### config.mk
export PLATFORM = sky130hd
export DESIGN_NAME = mips_cpu_muldiv
export DESIGN_NICKNAME = d
export VERILOG_FILES = /design/src/rtl/mips_cpu_muldiv_pkg.sv /design/src/rtl/mips_cpu_muldiv_step.sv /design/src/rtl/mips_cpu_muldiv.sv
export SDC_FILE = /design/constraint.sdc
export NUM_CORES = 1
export LEC_CHECK = 0
export ABC_AREA = 0
export CAP_MARGIN = 25
export CELL_PAD_IN_SITES_DETAIL_PLACEMENT = 2
export CELL_PAD_IN_SITES_GLOBAL_PLACEMENT = 2
export CORE_MARGIN = 5
export CORE_UTILIZATION = 33
export DETAILED_ROUTE_END_ITERATION = 7
export PLACE_DENSITY_LB_ADDON = 0.12
export SLEW_MARGIN = 0
export SYNTH_ARGS = -nofsm -noshare
export SYNTH_HDL_FRONTEND = slang
export SYNTH_HIERARCHICAL = 1
export SYNTH_SLANG_ARGS = --single-unit
### constraint.sdc
create_clock -name clk -period 7.5 [get_ports clk]
set_clock_uncertainty 0.1 [all_clocks]
set_input_delay 1.125 -clock clk [delete_from_list [all_inputs] [get_ports clk]]
set_output_delay 1.125 -clock clk [all_outputs]
set_load 0.005 [all_outputs]
### src/rtl/mips_cpu_muldiv_pkg.sv
// Shared definitions for the iterative HI/LO multiply/divide unit.
package mips_cpu_muldiv_pkg;

    localparam int ITER = 32;

    typedef enum logic [2:0] {
        MD_MULT  = 3'd0,
        MD_MULTU = 3'd1,
        MD_DIV   = 3'd2,
        MD_DIVU  = 3'd3,
        MD_MTHI  = 3'd4,
        MD_MTLO  = 3'd5
    } md_op_e;

    typedef enum logic [1:0] {
        ST_IDLE   = 2'd0,
        ST_CALC   = 2'd1,
        ST_FINISH = 2'd2
    } md_state_e;

endpackage

### src/rtl/mips_cpu_muldiv_step.sv
// One radix-2 iteration: shift-add multiply or restoring shift-subtract divide.
module mips_cpu_muldiv_step (
    input  logic        is_div_i,
    input  logic [31:0] upper_i,
    input  logic [31:0] lower_i,
    input  logic [31:0] operand_i,
    output logic [31:0] upper_o,
    output logic [31:0] lower_o
);

    logic [32:0] sum;
    logic [32:0] shifted;
    logic [31:0] diff;
    logic        fits;

    always_comb begin
        sum     = {1'b0, upper_i} + (lower_i[0] ? {1'b0, operand_i} : 33'd0);
        shifted = {upper_i, lower_i[31]};
        fits    = (shifted >= {1'b0, operand_i});
        // When the trial subtract fits, the true difference is below the divisor, so 32 bits suffice.
        diff    = shifted[31:0] - operand_i;
        if (is_div_i) begin
            upper_o = fits ? diff : shifted[31:0];
            lower_o = {lower_i[30:0], fits};
        end else begin
            upper_o = sum[32:1];
            lower_o = {sum[0], lower_i[31:1]};
        end
    end

endmodule

### src/rtl/mips_cpu_muldiv.sv
// MIPS HI/LO unit: fixed-latency iterative MULT/MULTU/DIV/DIVU plus MTHI/MTLO.
module mips_cpu_muldiv #(
    parameter int ITER = mips_cpu_muldiv_pkg::ITER
) (
    input  logic        clk,
    input  logic        reset,
    input  logic        start,
    input  logic [2:0]  op,
    input  logic [31:0] a,
    input  logic [31:0] b,
    output logic        busy,
    output logic        done,
    output logic [31:0] hi,
    output logic [31:0] lo
);
    import mips_cpu_muldiv_pkg::*;

    md_state_e   state_q, state_d;
    logic [5:0]  cnt_q, cnt_d;
    logic        done_q, done_d;
    logic [31:0] hi_q, hi_d, lo_q, lo_d;
    logic [2:0]  op_q, op_d;
    logic [31:0] a_q, a_d;
    logic        b_sign_q, b_sign_d;
    logic [31:0] upper_q, upper_d, lower_q, lower_d, opnd_q, opnd_d;
    logic [31:0] step_upper, step_lower;
    logic [63:0] prod;
    logic [31:0] quo, rem;

    function automatic logic [31:0] mag32(input logic signed [31:0] v);
        return v[31] ? 32'(-v) : 32'(v);
    endfunction

    function automatic logic [63:0] neg_if64(input logic [63:0] v, input logic neg);
        return neg ? 64'(-v) : v;
    endfunction

    function automatic logic [31:0] neg_if32(input logic [31:0] v, input logic neg);
        return neg ? 32'(-v) : v;
    endfunction

    mips_cpu_muldiv_step u_step (
        .is_div_i  (op_q == MD_DIV || op_q == MD_DIVU),
        .upper_i   (upper_q),
        .lower_i   (lower_q),
        .operand_i (opnd_q),
        .upper_o   (step_upper),
        .lower_o   (step_lower)
    );

    always_comb begin
        state_d  = state_q;
        cnt_d    = cnt_q;
        done_d   = 1'b0;
        hi_d     = hi_q;
        lo_d     = lo_q;
        op_d     = op_q;
        a_d      = a_q;
        b_sign_d = b_sign_q;
        upper_d  = upper_q;
        lower_d  = lower_q;
        opnd_d   = opnd_q;
        prod     = {upper_q, lower_q};
        quo      = lower_q;
        rem      = upper_q;
        case (state_q)
            ST_IDLE: begin
                if (start) begin
                    case (op)
                        MD_MULT, MD_MULTU, MD_DIV, MD_DIVU: begin
                            op_d     = op;
                            a_d      = a;
                            b_sign_d = b[31];
                            upper_d  = '0;
                            lower_d  = (op == MD_MULT || op == MD_DIV) ? mag32(a) : a;
                            opnd_d   = (op == MD_MULT || op == MD_DIV) ? mag32(b) : b;
                            cnt_d    = '0;
                            state_d  = ST_CALC;
                        end
                        MD_MTHI: hi_d = a;
                        MD_MTLO: lo_d = a;
                        default: ;
                    endcase
                end
            end
            ST_CALC: begin
                upper_d = step_upper;
                lower_d = step_lower;
                cnt_d   = cnt_q + 6'd1;
                if (cnt_q == 6'(ITER - 1)) state_d = ST_FINISH;
            end
            ST_FINISH: begin
                if (op_q == MD_MULT || op_q == MD_MULTU) begin
                    prod = neg_if64(prod, op_q == MD_MULT && (a_q[31] ^ b_sign_q));
                    hi_d = prod[63:32];
                    lo_d = prod[31:0];
                end else if (opnd_q == '0) begin
                    // Divide by zero returns a fixed pattern rather than the iteration result.
                    hi_d = a_q;
                    lo_d = 32'hFFFF_FFFF;
                end else begin
                    quo  = neg_if32(quo, op_q == MD_DIV && (a_q[31] ^ b_sign_q));
                    rem  = neg_if32(rem, op_q == MD_DIV && a_q[31]);
                    hi_d = rem;
                    lo_d = quo;
                end
                done_d  = 1'b1;
                state_d = ST_IDLE;
            end
            default: state_d = ST_IDLE;
        endcase
    end

    always_ff @(posedge clk) begin
        if (reset) begin
            state_q <= ST_IDLE;
            cnt_q   <= '0;
            done_q  <= 1'b0;
            hi_q    <= '0;
            lo_q    <= '0;
        end else begin
            state_q <= state_d;
            cnt_q   <= cnt_d;
            done_q  <= done_d;
            hi_q    <= hi_d;
            lo_q    <= lo_d;
        end
    end

    always_ff @(posedge clk) begin
        op_q     <= op_d;
        a_q      <= a_d;
        b_sign_q <= b_sign_d;
        upper_q  <= upper_d;
        lower_q  <= lower_d;
        opnd_q   <= opnd_d;
    end

    assign busy = (state_q != ST_IDLE);
    assign done = done_q;
    assign hi   = hi_q;
    assign lo   = lo_q;

endmodule

[Word level (Yosys, flattened, before mapping)]
Cells that the tools add are included.
Operators by class
  add/sub/neg operators: 8
  magnitude comparators: 1
  equality and inequality tests: 16
  mux-type cells: 35
  bitwise gates (word level): 1
  reduce and logical (&&, ||, !) cells: 19
Operators by type and width (number)
  $mux W32: 22
  $pmux W32 S2: 4
  $neg A32 Y32: 4
  $mux W64: 1
  $neg A64 Y64: 1
  $add A32 B33 Y33: 1
  $ge A33 B32 Y1: 1
  $logic_not A32 Y1: 1
  $sub A32 B32 Y32: 1
  $reduce_and A3 Y1: 5
  $eq A3 B2 Y1 const B: 4
  $mux W6: 2
  $pmux W6 S2: 1
  $add A6 B1 Y6 const B: 1
  $eq A3 B1 Y1 const B: 2
  $eq A3 B3 Y1 const B: 2
  $eq A6 B5 Y1 const B: 1
  $logic_not A3 Y1: 2
  $mux W2: 3
  $ne A2 B1 Y1 const B: 3
  $reduce_bool A2 Y1: 3
  $ne A2 B2 Y1 const B: 2
  $pmux W2 S2: 1
  $reduce_or A4 Y1: 1
  7 further kinds: 11
Storage, ports and cells
  bits in registers: 205
  bits of input ports: 70
  output and inout port bits: 66

[Longest topological paths before layout]
  depth in word-level cells: 6
  mapped depth: 14
  mapped depth without buffers: 14

[Modules after synthesis]
Netlist, hierarchy kept.
Modules (own cells, without submodules)
  mips_cpu_muldiv: instances 1, cells an instance 1307, area an instance 11775.0 um^2, sequential area each 5425.2 um^2
  mips_cpu_muldiv_step: instances 1, cells an instance 671, area an instance 4698.3 um^2, sequential area each 0.0 um^2

[Least setup slack after synthesis]
No wires, ideal clock.
  path kind: input-to-reg
  start point: input port start
  end point: register cnt_q[2]
  library setup time: 123 ps
  arrival time: 7062 ps
  required time: 7277 ps
  path slack: 215 ps
  stages on the path: 4
  path buffers: 0
  cell sequence: nor2b_1 -> nor3b_1 -> or2_2 -> nor2_1
On the way
  cells in the longest elaborated chain, start to end: 2
Ends and longest elaborated chain
  start: declaration: line mips_cpu_muldiv.sv:7  | input logic start,
  $ne A2 B2 Y1 (no line)
  $reduce_and A3 Y1 (no line)
  end signal: assignment: line mips_cpu_muldiv.sv:123  | cnt_q <= cnt_d;
  end: declaration: line mips_cpu_muldiv.sv:19  | logic [5:0] cnt_q, cnt_d;
Every way passes these cells.
A chain may end at the register's enable or synchronous reset.

[Worst setup path in the final report]
  start point: register upper_q[0]
  end point: register lower_q[0], data pin
On the way
  cells in the longest elaborated chain, start to end: 3
Ends and longest elaborated chain
  start: declaration: line mips_cpu_muldiv.sv:25  | logic [31:0] upper_q, upper_d, lower_q, lower_d, opnd_q, opnd_d;
  start signal: assignment: line mips_cpu_muldiv.sv:134  | upper_q <= upper_d;
  $ge A33 B32 Y1: line mips_cpu_muldiv_step.sv:19  | fits = (shifted >= {1'b0, operand_i});
  $mux W32: line mips_cpu_muldiv_step.sv:22  | if (is_div_i) begin
  net step_lower[0]: line mips_cpu_muldiv.sv:26  | logic [31:0] step_upper, step_lower;
  $pmux W32 S2: line mips_cpu_muldiv.sv:66  | case (state_q)
  net lower_d[0]: line mips_cpu_muldiv.sv:25
  end signal: assignment: line mips_cpu_muldiv.sv:135  | lower_q <= lower_d;
  end: declaration: line mips_cpu_muldiv.sv:25
The timed path passes the listed nets, and every way through them passes these cells.

==> metrics.cfg <==
[worst_setup_path]
cp-end-kind = flop
worstPathRequired_ns = 7.71
worstSetupEndpoint = lower_q[0]
criticalPathCategory = reg -> reg
r2r_slack_ns = 2.69
cp.arrival_ns = 5.02
r2r-end = lower_q[0]
path_max_fanout = 24
reg2reg_depth = 13
cp-start-kind = flop
crit_start = upper_q[0]
rr_startpoint = upper_q[0]

[floorplanning]
start_util_pct = 33.5
placeableCoreArea_mm2 = 0.0492
rows = 81
fp.dieH_um = 233
ioPinCount = 136
die_x_um = 233
fp.dieArea_mm2 = 0.0545

[clock_network]
clk_pin_slew_worst_paths_ns = 0.06
post_cts_resized = 0
cts_buffers = 28
clkSinkCount = 205
htree_levels = 1
ctsHoldBuffers = 0
postCtsSetupBuffers = 0
clock_latency_ns = 0.58
cts_tree = done
clockRootBuffer = clkbuf_16
cts_buffer_depth = 3

[synth]
syn_nets = 2119
syn_area_mm2 = 0.0165
synth_edf_count = 132
synth.distinct_cells = 89
synthCells = 1978
ys_async_sr_fraction_pct = 0
ys_seq_area_share_pct = 32.9
syn_avg_cell_area_um2 = 8.33
synth_warnings = 6
synth_seq_cells = 205
synth_ff_type = edfxtp_1

[finish]
syn_to_final_growth_pct = 18.5
finish.utilization_pct = 39.7
fin_cells = 2758
nNetsFinal = 2213
drive_gt1_share_pct = 7.64
design_area_mm2 = 0.0195
nFillCells = 5543
antenna_cells = 0

[power]
power_frac_seq_pct = 37.8
leakagePower_nw = 7.11
switching_power_mw = 1.24
p_comb_share_pct = 24.5
switching_share_pct = 33.2
ir_drop_mv = 0.161
power_frac_clock_pct = 37.7
p_int_mw = 2.49
total_power_mw = 3.73
powerDensity_mw_per_mm2 = 191

[routing]
routed_via_density = 6.01
drc = 0
ant_nets = 0
wl_um = 75600
dr.pass1.iters = 5
avgRoutedWirePerCell_um = 27.4
vias = 16600
drtIter0Drc = 1028

[placed_design]
pre_cts_ws_ns = 2.65
port_buffers = 135
gp_congestion = 0.883
dpl_cell_area_mm2 = 0.0185
dp.cells = 2703
post-dp-hpwl_um = 57000

[global_route]
grt_usage_pct = 27.0
grt_max_degree = 69
grt_pass1_wl_um = 113000
grt_overflow = 0
grt_antenna_before_repair = 0
grt_pass1_vias = 17600

[status]
run_status = complete, no violations

[sta]
period_share_pct = 64.1
setup_ws_ns = 2.69
finalHoldViolations = 0
hold_ws_ns = 0.364
rsz0062_at_grt = false
setup_violations = 0
min_period_ns = 4.81
worstMarginPinSlew_ns = 1.12
maxSlewViolCount = 0
fmax_mhz = 208
finalSetupTns_ns = 0
slew_headroom_pct = 25.3

[hold_path]
worstHoldPathType = reg -> reg

[job]
drv_cap = 0

==> sequential cells by signal, indices dropped and copies added, names as in the netlist <==
signal    flops
a_q          32
b_sign_q      1
cnt_q         6
done          1
hi           32
lo           32
lower_q      32
op_q          3
opnd_q       32
state_q       2
upper_q      32
==> critical path: stages, from the launching register on <==
cell,delay [ns]
edfxtp_1,0.89
ha_1,0.37
nor2b_1,0.16
o31a_1,0.31
o31ai_1,0.41
o21a_1,0.32
o21ai_1,0.18
nand3_1,0.39
nand2_1,0.10
buf_4,0.29
nor2_1,0.65
nor2_1,0.15
nand2_1,0.11
o21ai_0,0.10
==> cells in the final DEF (no fill, tap or decap), types with 71 or more instances in the layout <==
master | netlist | layout
xnor2_1 | 91 | 91
inv_1 | 72 | 71
a21oi_1 | 185 | 185
edfxtp_1 | 132 | 132
dfxtp_1 | 73 | 73
nand2_1 | 146 | 146
and2_1 | 71 | 71
clkdlybuf4s50_1 | 0 | 134
o21ai_0 | 151 | 151
nor2_1 | 169 | 168
==> cells by family (layout without fill, tap and decap cells) <==
logic type | Yosys count | in the layout | synth area share [%]
adder cells (fa/ha/maj) | 71 | 71 | 5.48
flip-flops | 205 | 205 | 32.9
AND/OR/NAND/NOR | 673 | 673 | 20.8
XOR/XNOR | 154 | 154 | 8.19
multiplexers | 56 | 56 | 3.64
buffers and inverters | 177 | 293 | 4.23
AO/OA/AOI/OAI | 642 | 642 | 24.7
==> cell usage after synthesis, types with 11 or more instances <==
library cell	count	area, um2
nor2_1	169	634
nor3_1	48	240
nand4_1	21	131
mux2_2	31	349
dfxtp_1	73	1460
o21a_1	15	113
a21oi_1	185	926
nand2b_1	14	87.6
a221oi_1	11	96.3
and3_1	13	81.3
a211oi_1	22	165
edfxtp_1	132	3960
a21o_1	43	323
or4_1	18	135
inv_1	72	270
ha_1	69	863
o21ai_0	151	756
o211ai_1	21	158
mux2i_1	25	250
nor2b_1	12	75.1
or3_1	36	225
nand3_1	42	210
and2_1	71	444
nand2_1	146	548
xnor2_1	91	797
nor4_1	37	231
o31ai_1	22	165
or2_2	12	75.1
xor2_1	63	552
a31oi_1	50	313
clkbuf_1	93	349
==> power groups by stage <==
stage,registers [mW],clock network (mW),logic (mW)
floorplan,1.37,0,0.600
global placement,1.43,0,0.869
detailed placement,1.43,0,0.899
CTS,1.41,1.44,0.907
global route,1.42,1.48,0.995
finish,1.41,1.41,0.914
==> worst min-delay path by stage <==
stage,slack (ns),to,depth (start not counted),start
final,0.36,lo[2],2,lo[2]
after global routing,0.39,lo[2],2,lo[2]
after CTS,0.37,lo[2],2,lo[2]
after detailed placement,0.36,lo[2],2,lo[2]
after global placement,0.35,lo[1],2,lo[1]
after floorplan,0.34,hi[26],2,a_q[26]
==> layout make-up <==
type	instances	area (um2)	area share (%)
multi-input cells	1596	10400	53.3
flip-flops and latches	205	5430	27.8
repair buffers	168	1620	8.32
well taps	664	831	4.26
clock buffers	37	817	4.19
inverters	73	274	1.40
clock inverters	15	146	0.750
==> metal layers <==
| layer | wire (um) | global-route usage, % |
|---|---|---|
| met1 | 33100 | 34.6 |
| met2 | 36700 | 47.3 |
| met3 | 2940 | 3.11 |
| met4 | 2830 | 8.86 |
| met5 | 0 | 0 |
(Power assumes the default switching activity.)
==> RTL change (same flow settings) <==
Register the output `hi` once more, without a reset; this adds one clock of latency there. The other outputs are not delayed to match.
--- a/src/rtl/mips_cpu_muldiv.sv
+++ b/src/rtl/mips_cpu_muldiv.sv
@@ -138,7 +138,9 @@
 
     assign busy = (state_q != ST_IDLE);
     assign done = done_q;
-    assign hi   = hi_q;
+    always_ff @(posedge clk) begin
+        hi <= hi_q;
+    end
     assign lo   = lo_q;
 
 endmodule
Function: changed (Yosys sat finds a counterexample within 4 cycles, from zero or initial values and one cycle with reset high).
==> RTL change against the unedited design <==
  * Worst setup slack better by 0.013 ns
  * Synthesized area grew 4.2%
  * Power increased by 9.9%
  * Wire length grew 3.5%
  * Worst hold slack lost 0.11 ns
  * Cell area up 4.2%
  * Critical path type unchanged
  * First-iteration DRC count rose by 4.9%
  * Sequential cell count rose by 32
  * Largest power group unchanged
==> RTL change: results (changes against the unedited design) <==
pre-CTS setup slack -> 2.79 ns (+0.138 ns)
CP peak stage delay -> 0.79 ns (-0.10 ns)
Critical Path Fanout Max -> 14 (-42%)
total track usage -> 26.5% (-0.49 points)
number of flops mapped to enable cells by yosys -> 132 (unchanged)
cell total after placement -> 2742 (+1.4%)
H-Tree Depth -> 1 (unchanged)
largest net degree at the start of global routing -> 78 (+13%)
DR WL/cell -> 27.9 µm (+1.9%)
Yosys cell types -> 92 (+3.4%)
vias in the first global route -> 17900 (+1.7%)
outcome -> completed
DP HPWL -> 57.6 mm (+1.1%)
Avg Cell Area, Syn -> 8.55 µm² (+2.7%)
HP Start -> hi_q[18]
DRT Pass-1 Iters -> 5 (unchanged)
crit path from -> upper_q[1]
nets@finish -> 2237 (+1.1%)
Detailed Route Iter0 Violations -> 1078 (+4.9%)
total CTS buffers -> 30 (+7.1%)
GP Congestion -> 0.875 (-0.91%)
kind of cell adding the most delay to the critical path -> compound AO/OA/AOI/OAI gates
Worst Max-Slew Pin Slew -> 1.03 ns (-0.0904 ns)
layout cells sized above 1 -> 7.83% (+0.19 points)
Setup Buffers After CTS -> 0 (unchanged)
Synth area leaders -> edfxtp_1 23%, dfxtp_1 12%, ha_1 5.0%
# fillers -> 5750 (+3.7%)
Peak VDD IR -> 0.000161 V (-0.55%)
Final Non-Filler Cells -> 2800 (+1.5%)
P_leak -> 7.50 nW (+5.5%)
Via density -> 6.08 (+1.0%)
Net Count, Synth -> 2149 (+1.4%)
endpoints failing setup -> 0 (unchanged)
sequential area share after synthesis -> 35.3% (+2.4 points)
Synth top cells by count -> 196 x nor2_1, 165 x a21oi_1, 156 x nand2_1
initial antenna violation count -> 2 (+2)
first-pass GRT wire length -> 116 mm (+2.9%)
Clk pin slew, worst setup/hold paths -> 0.06 ns (about the same)
clock buffer depth -> 3 (unchanged)
Port Buffers -> 135 (unchanged)
slowest CP cell -> a2111oi_0
RTL change: cell types whose count changed after synthesis, moves of 7 or more:
cell,unedited run,this run
dfxtp_1,73,105
nor2_1,169,196
a21oi_1,185,165
o21ai_0,151,131
a311oi_1,5,19
or3_1,36,24
nand2_1,146,156
a31oi_1,50,41
or4_1,18,10
inv_1,72,65
nor4_1,37,30
RTL change: layer usage:
| metal | wire length [µm] | track usage (%) |
|---|---|---|
| met4 | 2140 | 6.56 |
| met5 | 0 | 0 |
| met3 | 5430 | 5.18 |
| met2 | 34600 | 41.7 |
| met1 | 36000 | 37.6 |
RTL change: worst register-to-register path, delay by kind of cell, from the launching register on:
kind | cells | cell delay [ns]
adders and majority gates | 1 | 0.51
and+or+nand+nor | 3 | 0.99
AOI/OAI and AO/OA | 7 | 2.31
DFF | 1 | 0.63
RTL change: power by group:
group / internal, mW / switching, mW
Combinational: 0.371 / 0.562
Sequential: 1.46 / 0.130
Clock: 0.956 / 0.622
Total: 2.79 / 1.31
RTL change: layout make-up:
| cell class | instances | area share [%] |
|---|---|---|
| Sequential cell | 237 | 29.8 |
| Clock buffer | 47 | 5.14 |
| Multi-Input combinational cell | 1596 | 51.5 |
| Tap cell | 680 | 4.18 |
| Antenna cell | 1 | 0.0123 |
| Timing Repair Buffer | 166 | 7.96 |
| Inverter | 65 | 1.20 |
| Clock inverter | 8 | 0.228 |
RTL change: cells by family (layout without fill, tap and decap cells):
family          Yosys count  in the layout  share of synthesized area [%]
compound gates          619            619                           23.4
xor+xnor                153            153                           7.80
fa+ha+maj                71             71                           5.26
buf+inv                 175            286                           3.93
flops                   237            237                           35.3
mux                      59             59                           3.67
other cells               0              1                              0
simple gates            694            694                           20.6
RTL change: path summary, 6_finish.rpt:
path / to / slack [ns] / cells past startpoint
hold reg to reg: hi[18] / 0.25 / 0
setup / recovery: upper_q[28] / 2.70 / 11
hold / removal: hi[18] / 0.25 / 0
setup reg to reg: upper_q[28] / 2.70 / 11
RTL change: through the flow:
step                hold WS [ns]  utilization (%)  power (mW)  instance area, µm²
floorplan                  0.226                -        2.15               17200
global placement           0.239             37.3        2.49               19200
detailed placement         0.246             37.3        2.52               19200
CTS                        0.257             39.5        4.11               20300
global route               0.260             39.6        4.26               20300
finish                     0.255             39.6        4.10               20300
